<file path="config.mk">
export PLATFORM = sky130hd
export DESIGN_NAME = pll_lock_supervisor_flat
export DESIGN_NICKNAME = d
export VERILOG_FILES = /design/src/rtl/pll_lock_supervisor_pkg.sv /design/src/rtl/pll_lock_supervisor_if.sv /design/src/rtl/sync_2ff.sv /design/src/rtl/pll_lock_supervisor.sv /design/src/flat_wrapper.sv
export SDC_FILE = /design/constraint.sdc
export NUM_CORES = 1
export LEC_CHECK = 0
export CORE_UTILIZATION = 50
export CTS_CLUSTER_SIZE = 20
export DETAILED_ROUTE_END_ITERATION = 8
export GPL_TIMING_DRIVEN = 0
export PLACE_DENSITY = 0.79
export SLEW_MARGIN = 30
export SYNTH_ARGS = -nofsm -noshare
export SYNTH_HDL_FRONTEND = slang
export SYNTH_SLANG_ARGS = --single-unit
</file>
<file path="constraint.sdc">
create_clock -name clk -period 4.9 [get_ports clk]
set_input_delay 0.735 -clock clk [delete_from_list [all_inputs] [get_ports clk]]
set_output_delay 0.735 -clock clk [all_outputs]
set_load 0.02 [all_outputs]
</file>
<file path="src/rtl/pll_lock_supervisor_pkg.sv">
`default_nettype none
// ============================================================================
//  Module      : pll_lock_supervisor_pkg
//  Description : Shared state encoding and widths for the PLL lock supervisor.
//  Revision    : 1.0 - initial release
// ============================================================================
package pll_lock_supervisor_pkg;

    localparam int c_CNT_W   = 24;
    localparam int c_RETRY_W = 3;

    localparam logic [2:0] c_ST_POWERUP   = 3'd0;
    localparam logic [2:0] c_ST_WAIT_LOCK = 3'd1;
    localparam logic [2:0] c_ST_STABLE    = 3'd2;
    localparam logic [2:0] c_ST_RUN       = 3'd3;
    localparam logic [2:0] c_ST_RETRY     = 3'd4;
    localparam logic [2:0] c_ST_FAIL      = 3'd5;

    typedef enum logic [2:0] {
        ST_POWERUP   = c_ST_POWERUP,
        ST_WAIT_LOCK = c_ST_WAIT_LOCK,
        ST_STABLE    = c_ST_STABLE,
        ST_RUN       = c_ST_RUN,
        ST_RETRY     = c_ST_RETRY,
        ST_FAIL      = c_ST_FAIL
    } state_t;

endpackage
`default_nettype wire

</file>
<file path="src/rtl/pll_lock_supervisor_if.sv">
`default_nettype none
// ============================================================================
//  Module      : pll_lock_supervisor_if
//  Description : PLL areset/locked handshake plus system reset status bundle.
//  Revision    : 1.0 - initial release
// ============================================================================
interface pll_lock_supervisor_if;
    import pll_lock_supervisor_pkg::*;

    logic                 locked;
    logic                 pll_areset;
    logic                 sys_rst_n;
    logic                 lock_fail;
    logic [c_RETRY_W-1:0] retry_cnt;

    // master is the supervisor, slave is the PLL / reset fabric side
    modport master (
        input  locked,
        output pll_areset,
        output sys_rst_n,
        output lock_fail,
        output retry_cnt
    );

    modport slave (
        output locked,
        input  pll_areset,
        input  sys_rst_n,
        input  lock_fail,
        input  retry_cnt
    );

endinterface
`default_nettype wire

</file>
<file path="src/rtl/sync_2ff.sv">
`default_nettype none
// ============================================================================
//  Module      : sync_2ff
//  Description : Single-bit two-flop synchronizer, async reset to 0.
//  Revision    : 1.0 - initial release
// ============================================================================
module sync_2ff (
    input  logic clk,
    input  logic rst_n,
    input  logic i_d,
    output logic o_q
);

    logic r_meta;
    logic r_sync;

    always_ff @(posedge clk or negedge rst_n) begin
        if (!rst_n) begin
            r_meta <= 1'b0;
            r_sync <= 1'b0;
        end else begin
            r_meta <= i_d;
            r_sync <= r_meta;
        end
    end

    assign o_q = r_sync;

endmodule
`default_nettype wire

</file>
<file path="src/rtl/pll_lock_supervisor.sv">
`default_nettype none
// ============================================================================
//  Module      : pll_lock_supervisor
//  Description : Holds the PLL in reset at power-up, qualifies lock, releases
//                system reset and retries on loss of lock with bounded count.
//  Revision    : 1.0 - initial release
// ============================================================================
module pll_lock_supervisor
    import pll_lock_supervisor_pkg::*;
#(
    parameter logic [23:0] DELAY_TOP    = 24'd2500000,
    parameter logic [23:0] LOCK_TIMEOUT = 24'd500000,
    parameter logic [15:0] LOCK_STABLE  = 16'd1024,
    parameter logic [7:0]  PLL_RST_CYC  = 8'd16,
    parameter logic [2:0]  RETRY_MAX    = 3'd4
) (
    input  logic                  clk,
    input  logic                  rst_n,
    pll_lock_supervisor_if.master pll
);

    localparam logic [c_CNT_W-1:0] c_DELAY_LAST   = DELAY_TOP - 24'd1;
    localparam logic [c_CNT_W-1:0] c_TIMEOUT_LAST = LOCK_TIMEOUT - 24'd1;
    localparam logic [c_CNT_W-1:0] c_STABLE_LAST  = {8'd0, LOCK_STABLE} - 24'd1;
    localparam logic [c_CNT_W-1:0] c_RST_LAST     = {16'd0, PLL_RST_CYC} - 24'd1;

    logic                 w_locked_s;
    state_t               r_state;
    state_t               w_next;
    logic [c_CNT_W-1:0]   r_cnt;
    logic [c_CNT_W-1:0]   w_cnt_next;
    logic [c_RETRY_W-1:0] r_retry_cnt;
    logic [c_RETRY_W-1:0] w_retry_next;
    logic                 r_retry_sat;
    logic                 w_retry_sat_next;
    logic                 w_retry_entry;
    logic                 w_timed;
    logic                 r_pll_areset;
    logic                 w_pll_areset;
    logic                 r_sys_rst_n;
    logic                 w_sys_rst_n;
    logic                 r_lock_fail;
    logic                 w_lock_fail;

    sync_2ff u_sync_locked (
        .clk   (clk),
        .rst_n (rst_n),
        .i_d   (pll.locked),
        .o_q   (w_locked_s)
    );

    always_comb begin
        w_next = r_state;
        case (r_state)
            ST_POWERUP: begin
                if (r_cnt == c_DELAY_LAST) w_next = ST_WAIT_LOCK;
            end
            ST_WAIT_LOCK: begin
                // lock takes priority over a coincident timeout
                if (w_locked_s)                   w_next = ST_STABLE;
                else if (r_cnt == c_TIMEOUT_LAST) w_next = ST_RETRY;
            end
            ST_STABLE: begin
                if (!w_locked_s)                 w_next = ST_WAIT_LOCK;
                else if (r_cnt == c_STABLE_LAST) w_next = ST_RUN;
            end
            ST_RUN: begin
                if (!w_locked_s) w_next = ST_RETRY;
            end
            ST_RETRY: begin
                if (r_retry_sat)              w_next = ST_FAIL;
                else if (r_cnt == c_RST_LAST) w_next = ST_WAIT_LOCK;
            end
            ST_FAIL: begin
                w_next = ST_FAIL;
            end
            default: begin
                w_next = ST_POWERUP;
            end
        endcase

        w_timed = (w_next == ST_POWERUP) || (w_next == ST_WAIT_LOCK) ||
                  (w_next == ST_STABLE)  || (w_next == ST_RETRY);
        w_cnt_next = ((w_next != r_state) || !w_timed) ? '0 : r_cnt + 24'd1;

        // retries exhausted is latched on RETRY entry, before the saturating bump
        w_retry_entry    = (w_next == ST_RETRY) && (r_state != ST_RETRY);
        w_retry_next     = r_retry_cnt;
        w_retry_sat_next = r_retry_sat;
        if (w_next == ST_RUN) begin
            w_retry_next     = '0;
            w_retry_sat_next = 1'b0;
        end else if (w_retry_entry) begin
            w_retry_sat_next = (r_retry_cnt == RETRY_MAX);
            if (r_retry_cnt != RETRY_MAX) w_retry_next = r_retry_cnt + 3'd1;
        end

        w_pll_areset = (w_next == ST_POWERUP) || (w_next == ST_RETRY) ||
                       (w_next == ST_FAIL);
        w_sys_rst_n  = (w_next == ST_RUN);
        w_lock_fail  = (w_next == ST_FAIL);
    end

    always_ff @(posedge clk or negedge rst_n) begin
        if (!rst_n) begin
            r_state      <= ST_POWERUP;
            r_cnt        <= '0;
            r_retry_cnt  <= '0;
            r_retry_sat  <= 1'b0;
            r_pll_areset <= 1'b1;
            r_sys_rst_n  <= 1'b0;
            r_lock_fail  <= 1'b0;
        end else begin
            r_state      <= w_next;
            r_cnt        <= w_cnt_next;
            r_retry_cnt  <= w_retry_next;
            r_retry_sat  <= w_retry_sat_next;
            r_pll_areset <= w_pll_areset;
            r_sys_rst_n  <= w_sys_rst_n;
            r_lock_fail  <= w_lock_fail;
        end
    end

    assign pll.pll_areset = r_pll_areset;
    assign pll.sys_rst_n  = r_sys_rst_n;
    assign pll.lock_fail  = r_lock_fail;
    assign pll.retry_cnt  = r_retry_cnt;

endmodule
`default_nettype wire

</file>
<file path="src/flat_wrapper.sv">
// flat-port wrapper written by rule: the top's interface ports become plain ports
module pll_lock_supervisor_flat import pll_lock_supervisor_pkg::*;
#(
    parameter logic [23:0] DELAY_TOP    = 24'd2500000,
    parameter logic [23:0] LOCK_TIMEOUT = 24'd500000,
    parameter logic [15:0] LOCK_STABLE  = 16'd1024,
    parameter logic [7:0]  PLL_RST_CYC  = 8'd16,
    parameter logic [2:0]  RETRY_MAX    = 3'd4
)
  (clk, rst_n, pll_locked, pll_pll_areset, pll_sys_rst_n, pll_lock_fail, pll_retry_cnt);
  pll_lock_supervisor_if pll_i ();
  input  logic clk;
  input  logic rst_n;
  input wire logic [$bits(pll_i.locked)-1:0] pll_locked;
  output wire logic [$bits(pll_i.pll_areset)-1:0] pll_pll_areset;
  output wire logic [$bits(pll_i.sys_rst_n)-1:0] pll_sys_rst_n;
  output wire logic [$bits(pll_i.lock_fail)-1:0] pll_lock_fail;
  output wire logic [$bits(pll_i.retry_cnt)-1:0] pll_retry_cnt;
  assign pll_i.locked = pll_locked;
  assign pll_pll_areset = pll_i.pll_areset;
  assign pll_sys_rst_n = pll_i.sys_rst_n;
  assign pll_lock_fail = pll_i.lock_fail;
  assign pll_retry_cnt = pll_i.retry_cnt;
  pll_lock_supervisor #(.DELAY_TOP(DELAY_TOP), .LOCK_TIMEOUT(LOCK_TIMEOUT), .LOCK_STABLE(LOCK_STABLE), .PLL_RST_CYC(PLL_RST_CYC), .RETRY_MAX(RETRY_MAX)) u_core (.clk(clk), .rst_n(rst_n), .pll(pll_i));
endmodule
</file>
# Word-level counts from Yosys, hierarchy flattened
# Index checks and enable logic that the tools add are counted.
# totals
inputBits	3
output_inout_bits	6
register_bits	36
word_cells	57
# classes
n_eq_ne	18
n_mux	15
n_addsub	2
reduce_logical	13
# op_table
op	count
$mux W3	11
$add A24 B1 Y24 const B	1
$eq A24 B10 Y1 const B	1
$eq A24 B19 Y1 const B	1
$eq A24 B22 Y1 const B	1
$eq A24 B4 Y1 const B	1
$mux W24	1
$pmux W3 S6	1
$eq A3 B3 Y1 const B	5
$eq A3 B2 Y1 const B	4
$eq A3 B1 Y1 const B	2
$logic_not A3 Y1	2
$logic_or A1 B1 Y1	6
$ne A3 B3 Y1 const B	2
$reduce_bool A2 Y1	2
$add A3 B1 Y3 const B	1
$ne A3 B3 Y1	1
$mux W1	2
$reduce_and A2 Y1	1
$logic_and A1 B1 Y1	1
$logic_not A1 Y1	1

# Logic depth before layout (Yosys ltp)
# Gate-level depths: netlist of run 1.
# depth
depth_word	11
ltp_mapped	9
ltp_nobuf	7

# Modules after synthesis
# Synthesis of run 1 repeated with hierarchy kept, for this count alone.
# unflattened
cells_unflattened	185
hier_area_um2	1815.5
# modules_own_cells
module	cells_per_inst	instances	seq_area_each_um2	area_each_um2
pll_lock_supervisor	183	1	852.1	1765.4
sync_2ff	2	1	50.0	50.0

# Worst setup path before layout of run 1
# OpenSTA, ideal clock, no wires.
# synth_timing
path_type	register -> register
startpoint	register u_core.r_cnt[0]
endpoint	register u_core.r_cnt[16]
path_slack_ns	2.680
synth_period_minus_slack_ns	2.220
path_buffers	2
stages_incl_launch_ff	10
setup_time_ns	0.119
arrival_ns	2.101
path_cell_list	dfrtp_1 > ha_1 > and3_1 > buf_2 > nand4_2 > nor4_2 > nor3_1 > o32ai_4 > buf_6 > nor2_1
# synth_via
elab_chain_len	11
word_cells_on_any_way	24
# synth_lines
item	line	text
start, declared	pll_lock_supervisor.sv:30	logic [c_CNT_W-1:0] r_cnt;
start signal, assigned	pll_lock_supervisor.sv:115	r_cnt <= w_cnt_next;
$eq A24 B4 Y1 (tied with other cells)	pll_lock_supervisor.sv:72	else if (r_cnt == c_RST_LAST) w_next = ST_WAIT_LOCK;
$mux W3, on equally long branches	pll_lock_supervisor.sv:72, pll_lock_supervisor.sv:61, pll_lock_supervisor.sv:65	
$mux W3, on equally long branches	pll_lock_supervisor.sv:71, pll_lock_supervisor.sv:60, pll_lock_supervisor.sv:64	
$pmux W3 S6	pll_lock_supervisor.sv:54	case (r_state)
$eq A3 B1 Y1 or $logic_not A3 Y1 (tied branches)	pll_lock_supervisor.sv:82	w_timed = (w_next == ST_POWERUP) || (w_next == ST_WAIT_LOCK) ||
$logic_or A1 B1 Y1 (2 in series)	pll_lock_supervisor.sv:82	
$logic_or A1 B1 Y1	pll_lock_supervisor.sv:83	(w_next == ST_STABLE) || (w_next == ST_RETRY);
$logic_not A1 Y1	pll_lock_supervisor.sv:84	w_cnt_next = ((w_next != r_state) || !w_timed) ? '0 : r_cnt + 24'd1;
$logic_or A1 B1 Y1	pll_lock_supervisor.sv:84	
$mux W24 *	pll_lock_supervisor.sv:84	
named net u_core.w_cnt_next[16]	pll_lock_supervisor.sv:31	logic [c_CNT_W-1:0] w_cnt_next;
# Mark *: on every way through the listed nets, which the timed path passes. The rest lies on a longest branch.
# A chain may end at the register's enable or synchronous reset.

# Final worst setup path of run 1
# layout_timing
startpoint	register u_core.r_cnt[0]
endpoint	register u_core.r_cnt[18]
# Same word-level chain as after synthesis.

==> results of run 1 <==
==> layout make-up <==
class,instances,area [um2],area share (%)
Clock buffer,6,82.6,3.81
Timing Repair Buffer,9,103,4.74
Multi-Input combinational cell,145,935,43.2
Clock inverter,2,10.0,0.462
Buffer,7,51.3,2.37
Sequential cell,36,902,41.7
Inverter,6,22.5,1.04
Tap cell,48,60.1,2.77
==> logic make-up (layout without fill, tap and decap cells) <==
group	Yosys count	count (layout)	share of synthesized area (%)
AO/OA/AOI/OAI	14	14	6.42
adder cells (fa/ha/maj)	3	3	1.96
AND/OR/NAND/NOR	102	102	28.4
buffers and inverters	13	30	3.86
XOR/XNOR	23	23	10.5
flip-flops	36	36	47.2
multiplexers	3	3	1.64
==> flip-flops by register name, indices dropped and copies added (netlist names) <==
signal	flops
u_core.pll.retry_cnt	3
u_core.r_cnt	24
u_core.pll.lock_fail	1
u_core.u_sync_locked.o_q	1
u_core.pll.sys_rst_n	1
u_core.u_sync_locked.r_meta	1
u_core.pll.pll_areset	1
u_core.r_state	3
u_core.r_retry_sat	1
==> routing by layer <==
layer | vias to the layer above | share of wire (%) | wire [um]
met5 | - | 0 | 0
met4 | 0 | 2.2 | 79
met3 | 9 | 3.9 | 139
met2 | 34 | 47 | 1690
met1 | 715 | 47 | 1690
li1 | 701 | - | -
==> worst min-delay path by stage <==
stage / from / end / slack [ns] / cells after the start
after floorplan: u_core.u_sync_locked.r_meta / u_core.u_sync_locked.o_q / 0.33 / 0
after global placement: u_core.u_sync_locked.r_meta / u_core.u_sync_locked.o_q / 0.33 / 0
after detailed placement: u_core.u_sync_locked.r_meta / u_core.u_sync_locked.o_q / 0.34 / 0
after CTS: rst_n / u_core.r_cnt[11] / 0.34 / 1
after global routing: rst_n / u_core.r_cnt[11] / 0.35 / 1
final: rst_n / u_core.r_cnt[11] / 0.34 / 1
==> where the power goes <==
part / switching, mW / total [mW] / internal, mW
Combinational: 0.00694 / 0.0107 / 0.00381
Clock: 0.104 / 0.216 / 0.112
Sequential: 0.000736 / 0.299 / 0.298
==> synthesized netlist by cell type (2+ instances only) <==
cell type,instances,share of area (%)
nor2_1,36,7.1
dfrtp_1,35,46
xor2_1,16,7.3
nand2_1,15,2.9
nand3_1,10,2.6
xnor2_1,7,3.2
inv_1,6,1.2
and4_1,5,2.3
nand4_1,5,1.6
nor3_1,5,1.3
nor4_1,5,1.6
or4_1,5,2.0
and3_1,4,1.3
buf_6,3,1.8
ha_1,3,2.0
o211ai_1,3,1.2
o21ai_0,3,0.79
and2_1,2,0.65
buf_2,2,0.52
clkbuf_1,2,0.39
mux2i_1,2,1.0
nand2b_1,2,0.65
==> results by group, run 1 <==
Worst setup path
  • Reg2Reg Setup Slack: approximately 2.3 ns
  • CP cell instances: ha_1 -> and3_1 -> buf_2 -> nand4_2 -> nor4_2 -> nor3_1 -> o32ai_4 -> buf_6 -> nor2_1
  • Worst setup endpoint: u_core.r_cnt[18]
  • Crit path launch: u_core.r_cnt[0]
  • CP Max Fanout: 10
  • FF-to-FF Start: u_core.r_cnt[0]
  • Setup CP Type: register to register
  • Startpoint types: register
  • Delay-heaviest family, CP: simple AND/OR/NAND/NOR gates
  • R2R Path End: u_core.r_cnt[18]
  • CP Buf/Inv Count: 2
  • Critical path arrival: roughly 2.8 ns
  • CP Depth: 9
  • Cell depth of the worst flop-to-flop path: 9
  • Slowest CP cell: nor4_2
  • Critical Path RT: approximately 5 ns
  • CP endpoint kind: register
  • CP max stage delay: 0.58 ns

Layout
  • Final Cell Area: around 2200 um2
  • Most frequent cells in the layout: 36 x nor2_1, 35 x dfrtp_1, 16 x xor2_1
  • Fin cells: around 260
  • Layout cell share with drive strength beyond 1: a little over a tenth
  • Fin util: ~59%
  • Fillers: about 310
  • Nets: 216
  • ANT cells: 0
  • Most common cell after layout, fill and taps aside: nor2_1
  • Synth-to-Final Area Change: 13.4%

Power and ir drop
  • Peak supply drop: ~0.17 mV
  • Power Density: ~240 nW/um2
  • Pwr Total: about 0.53 mW
  • Pleak: 0.998 nW

Timing
  • Tcrit/Tclk final: 53.3%
  • Worst hold margin: around 0.34 ns
  • Fin. max-slew vios: 0
  • Final setup fails: 0
  • Hold Violations, Final: 0
  • Final min period: 2.61 ns
  • Setup TNS: 0 ns
  • Slew headroom: between 60% and 70%
  • FMAX: 383 MHz
  • Post-route setup slack: 2.29 ns
  • Setup repair after global routing missed its margin: no
  • Max Clock Skew: about 0.0077 ns
  • Tightest Pin Transition: 0.550 ns

Detailed routing
  • Starting DRC count in detailed routing: 97
  • Vias per cell: ~5.6
  • WL final: 3600 um
  • Routed via count: between 1000 and 1500
  • WL/cell: 13.9 um
  • DR pass1 iterations: 4
  • Drt drc: 0
  • Post-route ant nets: 0

Global routing
  • Met3 global-route usage: between 4 and 5%
  • Antenna violations before repair: 0
  • Vias in the first global route: approximately 1400
  • Met2 Use GR: approximately a third
  • Most Used Layer, Global Route: met2
  • Total grt overflow: 0
  • Largest net degree at the start of global routing: 25
  • GRT Total Usage: about a fifth
  • Met1 GRT Util: a little over a quarter
  • First-pass GRT wire length: ~6500 um

Outcome
  • Outcome: finished clean

Floorplan
  • Die Wd: around 64 um
  • Core ar.: approximately 3700 um2
  • DIE HEIGHT: 63.8 um
  • Total die area: 4070 um2
  • I/O Pins: 9
  • Initial core utilization: roughly 52%
  • Row cnt: 22

Synth
  • Mapped Cells: 194
  • FF+latch count, synth: 36
  • Sequential-to-total area share from yosys stat: between 40% and 50%
  • Synth Flop Type: dfrtp_1
  • Average size of a mapped cell: around 9.8 um2
  • Post-synth cell types: 40
  • Post-Syn Nets: 200
  • Synthesized cell area: 1910 um2
  • Number of synthesized flops with an enable pin: 0
  • Synth async-reset ratio: between 90% and 100%
  • Synth warn: 0

Clock tree
  • Clock buffer depth: 2
  • Setup bufs post-CTS: 0
  • Clock-pin slew on the worst setup and hold paths: roughly 0.070 ns
  • CTS Root Buffer Type: clkbuf_8
  • CTS tree: built
  • Clock Sinks: 36
  • CTS Buf Count: 5
  • Later-pin clock latency in the skew report: between 0.2 and 0.3 ns
  • CTS HTree Levels: 2
  • Post-CTS Hold Fix Bufs: 0
  • Resize count post-CTS: 0

Placement
  • DPL Wire Length: around 2600 um
  • Setup WS pre-CTS: ~2.3 ns
  • IO Port Bufs: 8
  • Placer Congestion: 0.802
  • Placed Instances: around 250
  • Placed Area: 2070 um2

Worst hold path
  • Hold Path Class: input port to asynchronous set/reset pin

Job
  • Max-cap viol count: 0
(Power assumes the default switching activity.)
==> inputs of run 2 (changes only) <==
Settings changed: PLACE_DENSITY 0.79 to 0.82.
Clock period 4.9 ns to 2.2 ns, I/O delays scaled along.
==> results by group, run 2 (synthesis gave the netlist of run 1 again) <==
Timing
  • Max Clock Skew: 0.00704 ns (-0.000622 ns)
  • Post-route setup slack: -0.115 ns (-2.40 ns)
  • Tightest Pin Transition: 0.536 ns (-0.0141 ns)
  • FMAX: 432 MHz (+13%)
  • Fin. max-slew vios: 0 (unchanged)
  • Tcrit/Tclk final: 105% (+52 points)
  • Hold Violations, Final: 0 (unchanged)
  • Final min period: 2.32 ns (-0.295 ns)
  • Setup repair after global routing missed its margin: yes
  • Final setup fails: 27 (+27)
  • Slew headroom: 64.2% (+1.2 points)

Placement
  • Placed Area: 2080 um2 (+0.42%)
  • IO Port Bufs: 8 (unchanged)
  • Setup WS pre-CTS: -0.269 ns (-2.58 ns)
  • Placer Congestion: 0.829 (+3.4%)
  • DPL Wire Length: 2640 um (-0.48%)
  • Placed Instances: 251 (unchanged)

Detailed routing
  • Drt drc: 0 (unchanged)
  • WL/cell: 16.0 um (+15%)
  • Starting DRC count in detailed routing: 139 (+43%)
  • DR pass1 iterations: 5 (+1)
  • Post-route ant nets: 0 (unchanged)
  • WL final: 4290 um (+19%)
  • Routed via count: 1548 (+6.1%)
  • Vias per cell: 5.75 (+2.2%)

Worst setup path
  • Cell depth of the worst flop-to-flop path: 8 (-1)
  • Critical path arrival: 2.50 ns (-0.29 ns)
  • Critical Path RT: 2.39 ns (-2.69 ns)
  • CP Max Fanout: 8 (-2)
  • Startpoint types: register
  • Setup CP Type: register to register
  • CP endpoint kind: register

Power and ir drop
  • Peak supply drop: 0.384 mV (+130%)
  • Power Density: 529 nW/um2 (+120%)
  • Pleak: 1.05 nW (+5.5%)

Worst hold path
  • Hold Path Stages: 0
  • Hold Path Class: register to register

Layout
  • Nets: 226 (+4.6%)
  • Most frequent cells in the layout: 31 x dfrtp_1, 28 x nor2_1, 16 x xor2_1
  • Reg with most FFs: u_core.r_cnt
  • Max reg flops: 24 (unchanged)
  • Area of the multi-input gates: 1050 um2 (+12%)
  • Register area: 907 um2 (+0.55%)
  • Most common cell after layout, fill and taps aside: dfrtp_1
  • ANT cells: 0 (unchanged)
  • Final Cell Area: 2420 um2 (+12%)
  • Fin cells: 269 (+3.9%)
  • Layout cell share with drive strength beyond 1: 24.4% (+14 points)
  • Synth-to-Final Area Change: 26.6%
  • Fillers: 249 (-20%)

Clock tree
  • CTS tree: built
  • CTS HTree Levels: 2 (unchanged)
  • Later-pin clock latency in the skew report: 0.30 ns (about the same)
  • Clock Sinks: 36 (unchanged)
  • CTS Root Buffer Type: clkbuf_8
  • Clock-pin slew on the worst setup and hold paths: 0.07 ns (about the same)
  • CTS Buf Count: 5 (unchanged)
  • Clock buffer depth: 2 (unchanged)

Floorplan
  • Initial core utilization: 52.2% (unchanged)
  • I/O Pins: 9 (unchanged)
  • DIE HEIGHT: 63.8 um (unchanged)
  • Core ar.: 3660 um2 (unchanged)
  • Row cnt: 22 (unchanged)
  • Die Wd: 63.8 um (unchanged)
  • Total die area: 4070 um2 (unchanged)

Outcome
  • Outcome: complete, but fails checks
  • Failing checks: negative setup slack

Global routing
  • GRT Total Usage: 23.4% (+2.5 points)
  • Antenna violations before repair: 0 (unchanged)
  • Total grt overflow: 0 (unchanged)
  • First-pass GRT wire length: 7130 um (+10%)
  • Largest net degree at the start of global routing: 25 (unchanged)
  • Vias in the first global route: 1469 (+3.3%)

Job
  • Max-cap viol count: 0 (unchanged)
-- run 2: final cells by class --
| cell class | count | share of cell area (%) |
|---|---|---|
| tap | 48 | 2.48 |
| inverter | 6 | 0.931 |
| clock inverter | 3 | 1.76 |
| multi-input combinational | 145 | 43.4 |
| timing repair buffer | 22 | 9.36 |
| buffer | 4 | 1.76 |
| clock buffer | 5 | 2.85 |
| sequential | 36 | 37.5 |
-- run 2: critical path, cell delays in order, from the launching register on --
cell and delay (ns):
dfrtp_2 0.42, or4_1 0.50, or4_4 0.54, a21oi_4 0.18, nor4_4 0.06, o32ai_4 0.14
buf_12 0.18, buf_8 0.12, nor2_1 0.06
-- run 2: path summary, 6_finish.rpt --
path	from	endpoint	slack (ns)
setup / recovery	u_core.r_cnt[15]	u_core.r_cnt[9]	-0.12
hold reg to reg	u_core.u_sync_locked.r_meta	u_core.u_sync_locked.o_q	0.36
setup reg to reg	u_core.r_cnt[15]	u_core.r_cnt[9]	-0.12
hold / removal	u_core.u_sync_locked.r_meta	u_core.u_sync_locked.o_q	0.36
max in group asynchronous	rst_n	u_core.pll.pll_areset	1.25
min in group asynchronous	rst_n	u_core.r_state[2]	0.46
-- run 2: layer usage --
metal | global-route usage (%) | part of all wire, %
met5 | 0 | 0
met1 | 31.8 | 43
met3 | 5.54 | 5.3
met4 | 8.52 | 1.9
met2 | 36.2 | 50
-- run 2: through the flow --
step | hold slack, ns | util, % | setup TNS [ns] | power (mW)
4_1_cts | 0.359 | 63.7 | -2.23 | 1.28
5_1_grt | 0.360 | 66.1 | -3.55 | 1.32
3_5_place_dp | 0.253 | 56.9 | -6.39 | 0.702
2_1_floorplan | 0.0344 | - | 0 | 0.680
3_3_place_gp | 0.333 | 56.3 | -6.30 | 0.697
6_report | 0.360 | 66.1 | -2.21 | 1.28
-- run 2: what timing repair did --
| action | in CTS | in global routing |
|---|---|---|
| hold buffers | 1 | 0 |
| gates resized for setup | 19 | 16 |
| endpoints found under the setup margin | 29 | 30 |
| setup buffers | 7 | 3 |
| cloned | 2 | 0 |
| endpoints found under the hold margin | 12 | 0 |
| pin swaps | 13 | 7 |
-- run 2: where the power goes --
group / switching, mW / internal (mW)
Combinational: 0.0159 / 0.00966
Sequential: 0.00147 / 0.663
Clock: 0.254 / 0.335
Total: 0.271 / 1.01
==> inputs of run 3 (changes only) <==
Settings changed: CAP_MARGIN set to 20.
==> results of run 3 <==
The final DEF is identical to that of run 2; final timing and power are the same.
